--- src/rtl/miner_pkg.sv ---
// Shared definitions for the miner reporting path.
//   PAYLOAD_W      width of a framed payload handed to the packetiser
//   ENTRY_W        width of a queued entry {tag[15:0], nonce[31:0]}
//   MAGIC_DEFAULT  default payload header byte
//   gnr_state_e    reporter FSM state encoding
//   frame_payload  builds {magic, seq, tag, nonce}
package miner_pkg;

  localparam int unsigned PAYLOAD_W     = 64;
  localparam int unsigned ENTRY_W       = 48;
  localparam logic [7:0]  MAGIC_DEFAULT = 8'hA5;

  typedef enum logic [2:0] {
    IDLE    = 3'd0,
    LOAD    = 3'd1,
    STROBE  = 3'd2,
    WAIT_HI = 3'd3,
    WAIT_LO = 3'd4
  } gnr_state_e;

  function automatic logic [PAYLOAD_W-1:0] frame_payload(
    input logic [7:0]         magic,
    input logic [7:0]         seq,
    input logic [ENTRY_W-1:0] entry
  );
    return {magic, seq, entry};
  endfunction

endpackage

--- src/rtl/nonce_fifo.sv ---
// Small first-word-fall-through FIFO holding {tag, nonce} entries.
//   clk, reset  clock and asynchronous active-high reset
//   push, din   write request and data; accepted when not full or when popping
//   pop         read request; dout is the head, valid in the cycle it is popped
//   count       entries held (0..DEPTH)
//   full/empty  occupancy flags
module nonce_fifo #(
  parameter int unsigned DEPTH = 4,
  parameter int unsigned WIDTH = 48
) (
  input  logic             clk,
  input  logic             reset,
  input  logic             push,
  input  logic [WIDTH-1:0] din,
  input  logic             pop,
  output logic [WIDTH-1:0] dout,
  output logic [4:0]       count,
  output logic             full,
  output logic             empty
);

  localparam int unsigned AW = $clog2(DEPTH);

  logic [WIDTH-1:0] mem [DEPTH];
  logic [AW-1:0]    wr_ptr;
  logic [AW-1:0]    rd_ptr;
  logic             push_ok;
  logic             pop_ok;

  assign full  = (count == 5'(DEPTH));
  assign empty = (count == 5'd0);
  // When full, a same-cycle pop frees the slot being written; the head is
  // read combinationally before the write lands.
  assign push_ok = push && (!full || pop);
  assign pop_ok  = pop && !empty;
  assign dout    = mem[rd_ptr];

  always_ff @(posedge clk) begin
    if (push_ok) mem[wr_ptr] <= din;
  end

  always_ff @(posedge clk or posedge reset) begin
    if (reset) begin
      wr_ptr <= '0;
      rd_ptr <= '0;
      count  <= '0;
    end else begin
      if (push_ok) wr_ptr <= wr_ptr + AW'(1);
      if (pop_ok)  rd_ptr <= rd_ptr + AW'(1);
      case ({push_ok, pop_ok})
        2'b10:   count <= count + 5'd1;
        2'b01:   count <= count - 5'd1;
        default: count <= count;
      endcase
    end
  end

endmodule

--- src/rtl/golden_nonce_reporter.sv ---
// Queues golden nonces and hands each one, framed as a 64-bit payload, to the
// MIPI TX packetiser with a write_enable strobe and a busy-flag handshake.
//   hash_clk, reset  clock and asynchronous active-high reset
//   nonce_valid      1-cycle pulse qualifying golden_nonce / job_tag
//   golden_nonce     winning nonce
//   job_tag          low 16 bits of the current midstate
//   tx_busy          packetiser busy (foreign domain, synchronised here)
//   pix_gen_data     payload {MAGIC, seq, tag, nonce}
//   write_enable     payload-present strobe, WE_CYCLES long
//   fifo_count       entries queued
//   drop_cnt         saturating count of nonces lost to a full queue
//   tmo_err          1-cycle pulse when tx_busy never answered a payload
module golden_nonce_reporter
  import miner_pkg::*;
#(
  parameter int unsigned DEPTH     = 4,
  parameter int unsigned WE_CYCLES = 32,
  parameter int unsigned BUSY_TMO  = 1024,
  parameter logic [7:0]  MAGIC     = MAGIC_DEFAULT
) (
  input  logic                 hash_clk,
  input  logic                 reset,
  input  logic                 nonce_valid,
  input  logic [31:0]          golden_nonce,
  input  logic [15:0]          job_tag,
  input  logic                 tx_busy,
  output logic [PAYLOAD_W-1:0] pix_gen_data,
  output logic                 write_enable,
  output logic [4:0]           fifo_count,
  output logic [15:0]          drop_cnt,
  output logic                 tmo_err
);

  localparam int unsigned TMO_W = $clog2(BUSY_TMO + 1);
  localparam logic [7:0]       WE_LAST  = 8'(WE_CYCLES - 1);
  localparam logic [TMO_W-1:0] TMO_LAST = TMO_W'(BUSY_TMO - 1);

  gnr_state_e         state;
  logic               busy_m;
  logic               busy_s;
  logic               pop;
  logic [ENTRY_W-1:0] fifo_dout;
  logic               fifo_full;
  logic               fifo_empty;
  logic [ENTRY_W-1:0] pend;
  logic [7:0]         seq;
  logic [7:0]         we_cnt;
  logic [TMO_W-1:0]   tmo_cnt;

  always_ff @(posedge hash_clk or posedge reset) begin
    if (reset) begin
      busy_m <= 1'b0;
      busy_s <= 1'b0;
    end else begin
      busy_m <= tx_busy;
      busy_s <= busy_m;
    end
  end

  assign pop = (state == IDLE) && !fifo_empty && !busy_s;

  nonce_fifo #(
    .DEPTH (DEPTH),
    .WIDTH (ENTRY_W)
  ) u_fifo (
    .clk   (hash_clk),
    .reset (reset),
    .push  (nonce_valid),
    .din   ({job_tag, golden_nonce}),
    .pop   (pop),
    .dout  (fifo_dout),
    .count (fifo_count),
    .full  (fifo_full),
    .empty (fifo_empty)
  );

  always_ff @(posedge hash_clk or posedge reset) begin
    if (reset) begin
      drop_cnt <= '0;
    end else if (nonce_valid && fifo_full && !pop && (drop_cnt != '1)) begin
      drop_cnt <= drop_cnt + 16'd1;
    end
  end

  always_ff @(posedge hash_clk or posedge reset) begin
    if (reset) begin
      state        <= IDLE;
      pend         <= '0;
      pix_gen_data <= '0;
      write_enable <= 1'b0;
      tmo_err      <= 1'b0;
      seq          <= '0;
      we_cnt       <= '0;
      tmo_cnt      <= '0;
    end else begin
      tmo_err <= 1'b0;
      case (state)
        IDLE: begin
          // The head is captured as it is popped so the FIFO slot is free
          // while the payload is framed.
          if (pop) begin
            pend  <= fifo_dout;
            state <= LOAD;
          end
        end
        LOAD: begin
          pix_gen_data <= frame_payload(MAGIC, seq, pend);
          seq          <= seq + 8'd1;
          write_enable <= 1'b1;
          we_cnt       <= WE_LAST;
          state        <= STROBE;
        end
        STROBE: begin
          if (we_cnt == '0) begin
            write_enable <= 1'b0;
            tmo_cnt      <= '0;
            state        <= WAIT_HI;
          end else begin
            we_cnt <= we_cnt - 8'd1;
          end
        end
        WAIT_HI: begin
          if (busy_s) begin
            state <= WAIT_LO;
          end else if (tmo_cnt == TMO_LAST) begin
            tmo_err <= 1'b1;
            state   <= IDLE;
          end else begin
            tmo_cnt <= tmo_cnt + TMO_W'(1);
          end
        end
        WAIT_LO: begin
          if (!busy_s) state <= IDLE;
        end
        default: state <= IDLE;
      endcase
    end
  end

endmodule

--- config.mk ---
export PLATFORM = sky130hd
export DESIGN_NAME = golden_nonce_reporter
export DESIGN_NICKNAME = d
export VERILOG_FILES = /design/src/rtl/miner_pkg.sv /design/src/rtl/nonce_fifo.sv /design/src/rtl/golden_nonce_reporter.sv
export SDC_FILE = /design/constraint.sdc
export NUM_CORES = 1
export LEC_CHECK = 0
export CELL_PAD_IN_SITES_DETAIL_PLACEMENT = 0
export CELL_PAD_IN_SITES_GLOBAL_PLACEMENT = 1
export CORE_MARGIN = 4
export CORE_UTILIZATION = 40
export DETAILED_ROUTE_END_ITERATION = 12
export MAX_ROUTING_LAYER = met4
export PLACE_DENSITY_LB_ADDON = 0.1
export SLEW_MARGIN = 20
export SYNTH_ARGS = -nofsm -noshare
export SYNTH_HDL_FRONTEND = slang
export SYNTH_SLANG_ARGS = --single-unit
--- constraint.sdc ---
create_clock -name hash_clk -period 6.36 [get_ports hash_clk]
set_input_delay 1.272 -clock hash_clk [delete_from_list [all_inputs] [get_ports hash_clk]]
set_output_delay 1.272 -clock hash_clk [all_outputs]
set_load 0.01 [all_outputs]
==> flow_summary_export.csv <==
group,metric,value,unit
run_status,outcome,"finished, final reports clean",
clock_tree,cts_resized,0,
power,p_per_area,458,mW/mm2
power,combPwrFrac,27.5,%
clock_tree,cts_root_buf,"clkbuf_16",
detailed_routing,drt_iter0_drc,313,
worst_setup_path,cp.required,6.77,ns
cells_and_area,utilization,49.2,%
worst_setup_path,critPathTopFamily,"simple AND/OR/NAND/NOR gates",
timing,finalSetupViolations,0,
worst_setup_path,r2r-start,"u_fifo.count[1]$_DFFE_PP0P_",
synthesis,ys_top_cells_by_area,"edfxtp_1 (41%), dfrtp_1 (29%), mux4_2 (7.7%), nand2_1 (5.5%), mux2_2 (3.9%)",
power,seq_power_share,45.1,%
worst_hold_path,min_to,"busy_s$_DFF_PP0_",
synthesis,synthesis.area,0.0139,mm2
placement,port_buffers,134,
timing,fin_worst_skew,0.0116,ns
worst_hold_path,hold-path-cell-count,0,
synthesis,yosysSeqAreaShare,70.8,%
detailed_routing,ant_nets,0,
power,power.switching,2.31,mW
timing,rsz0062_at_grt,"no",
worst_setup_path,end_kind,"register",
floorplan,core-area,0.0345,mm2
floorplan,dieArea,0.0379,mm2
detailed_routing,drt_wl_total,28600,um
cells_and_area,fillers,2990,
worst_setup_path,rr_worst_depth,11,
flow_run,drv_cap,0,
power,pwr-share-clk,27.4,%
placement,dp_hpwl,16700,um
global_routing,grt-ovfl-total,0,
cells_and_area,final_nets,1106,
timing,max-slew-margin-rel,39.9,%
timing,hold_violations,0,
cells_and_area,syn2layout_area_growth,21.5,%
worst_setup_path,rrSetupSlack,2.58,ns
global_routing,grt_max_degree,92,
synthesis,yosys.cell_types.count,56,
clock_tree,clk_latency,0.52,ns
worst_setup_path,path_cells,"or4_4 > o21ai_4 > buf_4 > inv_1 > ha_1 > ha_1 > nor2b_1 > o21ai_0 > a21oi_1 > or3b_2 > xnor2_1",
cells_and_area,drive_gt1_share,17.6,%
placement,post_dp_cell_area,0.0157,mm2
worst_setup_path,worst_ep_arrival_time,4.19,ns
detailed_routing,routedWlPerCell,18.8,um
clock_tree,cts-hold-fix-buffers,0,
detailed_routing,drc,0,
detailed_routing,via_count,7547,
synthesis,netlist.area_leader.share,41.3,%
clock_tree,clock_path_buffers,3,
timing,max_freq,265,MHz
synthesis,avgSynthCellArea,15.6,um2
synthesis,synthArstFlopShare,46.1,%
synthesis,synth_top_area_cell,"edfxtp_1",
timing,tightest_slew,0.902,ns
timing,period_needed,3.78,ns
detailed_routing,drt-pass1-iter-count,4,
power,netSwitchingFraction,29.8,%
floorplan,die_h,195,um
worst_setup_path,path_buf_inv,2,
timing,hold_ws,0.351,ns
clock_tree,clk_pin_slew,0.06,ns
timing,period_share,59.4,%
worst_hold_path,worstHoldStart,"busy_m$_DFF_PP0_",
worst_setup_path,reg2reg_to,"u_fifo.count[4]$_DFFE_PP0P_",
detailed_routing,viasPerCell,4.95,
floorplan,num_io_pins,139,
clock_tree,cts_num_sinks,356,
synthesis,synthCells,892,
timing,fin_tns_setup,0,ns
worst_setup_path,worst_path_largest_cell_delay,0.64,ns
floorplan,rows,68,
global_routing,grt_pass1_wl,46200,um
synthesis,synth_edf_count,192,
power,cellLeakagePower,6.65,nW
synthesis,yosys_warnings,0,
floorplan,die_width,195,um
global_routing,antenna_found_initial,1,
placement,place_congestion,0.738,
clock_tree,post_cts_buffers,0,
worst_hold_path,hold_class,"reg -> reg",
clock_tree,cts_tree,"yes",
worst_setup_path,crit_slowest_cell,"buf_4",
power,ir_drop,0.229,mV
global_routing,grt_usage,15.7,%
worst_setup_path,cpMostUsedCell,"ha_1",
cells_and_area,fin_area,0.0169,mm2
worst_setup_path,worst_setup_path_start_kind,"register",
global_routing,grt_pass1_vias,7948,
worst_setup_path,crit_type,"reg -> reg",
worst_setup_path,path_max_fanout,51,
clock_tree,cts_max_level,2,
timing,worst_slack,2.58,ns
power,p_int,5.45,mW
clock_tree,numCtsBuffers,39,
synthesis,ys_seq_elements,356,
synthesis,synth_ff_type,"edfxtp_1",
placement,dpl_worst_slack,2.56,ns
floorplan,start_util,40.5,%
timing,slew_viol_final,0,
[power groups by stage]
stage | logic (mW) | clock network, mW | registers [mW]
2_1_floorplan | 1.41 | 0 | 3.48
6_report | 2.13 | 2.13 | 3.50
3_3_place_gp | 2.19 | 0 | 3.54
5_1_grt | 2.38 | 2.31 | 3.58
4_1_cts | 2.20 | 2.19 | 3.51
3_5_place_dp | 2.20 | 0 | 3.55
[cell families (layout without fill, tap and decap cells)]
family          count (synthesis)  count (layout)  share of synthesized area (%)
xor+xnor                       35              35                           2.31
buf+inv                        54             228                           2.05
simple gates                  300             300                           10.1
mux                            99              99                           11.8
other cells                     1               5                         0.0269
fa+ha+maj                      14              14                           1.31
flops                         356             356                           70.8
compound gates                 33              33                           1.61
[metrics by stage]
stage | power (mW) | cells
2_1_floorplan | 4.89 | 895
3_3_place_gp | 5.72 | 1454
3_5_place_dp | 5.75 | 1454
4_1_cts | 7.91 | 1524
5_1_grt | 8.27 | 1525
6_report | 7.76 | 1525
[state kept, by name (all words and copies together), names as in the netlist, 5 cells and up]
register	flops
u_fifo.mem	192
u_fifo.count	5
we_cnt	8
tmo_cnt	11
pend	48
pix_gen_data	57
seq	8
drop_cnt	16
[metal layers]
layer	wire length, um	global-route usage [%]	vias to the layer above
met5	0	-	-
met4	530	3.90	0
met3	1070	2.65	42
met2	13900	24.9	132
met1	13200	21.6	3849
li1	-	-	3524
[area by class of cell]
type                    instances  area (um2)  share of cell area [%]
clock inverters                19         148                   0.871
repair buffers                144        1420                    8.36
flip-flops and latches        356        9870                    58.3
diodes                          1        2.50                  0.0148
well taps                     455         569                    3.36
clock buffers                  51        1050                    6.20
multi-input cells             485        3830                    22.6
inverters                      14        57.6                   0.340
[worst reg2reg max path, delay by kind of cell (launching register included)]
| kind | cells | cell delay [ns] |
|---|---|---|
| adders and majority gates | 2 | 0.64 |
| AOI/OAI and AO/OA | 3 | 0.45 |
| DFF | 1 | 0.42 |
| and+or+nand+nor | 3 | 1.19 |
| xor gates and xnor gates | 1 | 0.13 |
| buffers and inverters | 2 | 0.82 |
[cell usage after synthesis, drive strengths merged (12+ instances only)]
library cell,count
xnor2,23
edfxtp,192
xor2,12
dfrtp,164
buf,16
clkbuf,24
nand3,16
mux4,48
ha,13
mux2,49
nor2,22
inv,14
nand2,204
[worst max path at each step]
| stage | slack [ns] | cells past startpoint | from | to |
|---|---|---|---|---|
| final | 2.58 | 11 | u_fifo.count[1]$_DFFE_PP0P_ | u_fifo.count[4]$_DFFE_PP0P_ |
| after global routing | 2.32 | 11 | u_fifo.count[1]$_DFFE_PP0P_ | u_fifo.count[4]$_DFFE_PP0P_ |
| after CTS | 2.53 | 11 | u_fifo.count[1]$_DFFE_PP0P_ | u_fifo.count[4]$_DFFE_PP0P_ |
| after detailed placement | 2.56 | 10 | nonce_valid | u_fifo.count[4]$_DFFE_PP0P_ |
| after global placement | 2.55 | 10 | nonce_valid | u_fifo.count[4]$_DFFE_PP0P_ |
| after floorplan | 0.65 | 1 | reset | busy_m$_DFF_PP0_ |
[cell usage in the layout (no fill, tap or decap), types with 3 or more instances in the layout]
| cell | n |
|---|---|
| nor2_1 | 22 |
| edfxtp_1 | 192 |
| clkbuf_16 | 39 |
| buf_4 | 10 |
| nand2_1 | 203 |
| clkbuf_8 | 3 |
| a21o_1 | 3 |
| clkinv_1 | 5 |
| and3_1 | 7 |
| nand3_2 | 4 |
| conb_1 | 4 |
| a21oi_1 | 8 |
| nor2b_1 | 5 |
| clkdlybuf4s50_1 | 134 |
| nand2b_1 | 4 |
| clkbuf_1 | 9 |
| inv_1 | 13 |
| o21ai_0 | 10 |
| mux4_2 | 48 |
| clkinv_2 | 9 |
| dfrtp_1 | 162 |
| xnor2_1 | 21 |
| o211ai_1 | 3 |
| ha_1 | 13 |
| or3_1 | 4 |
| and3_2 | 4 |
| xor2_1 | 12 |
| nand4_1 | 9 |
| mux2_2 | 48 |
| and4_1 | 4 |
| nand3_1 | 12 |
(Power assumes the default switching activity.)
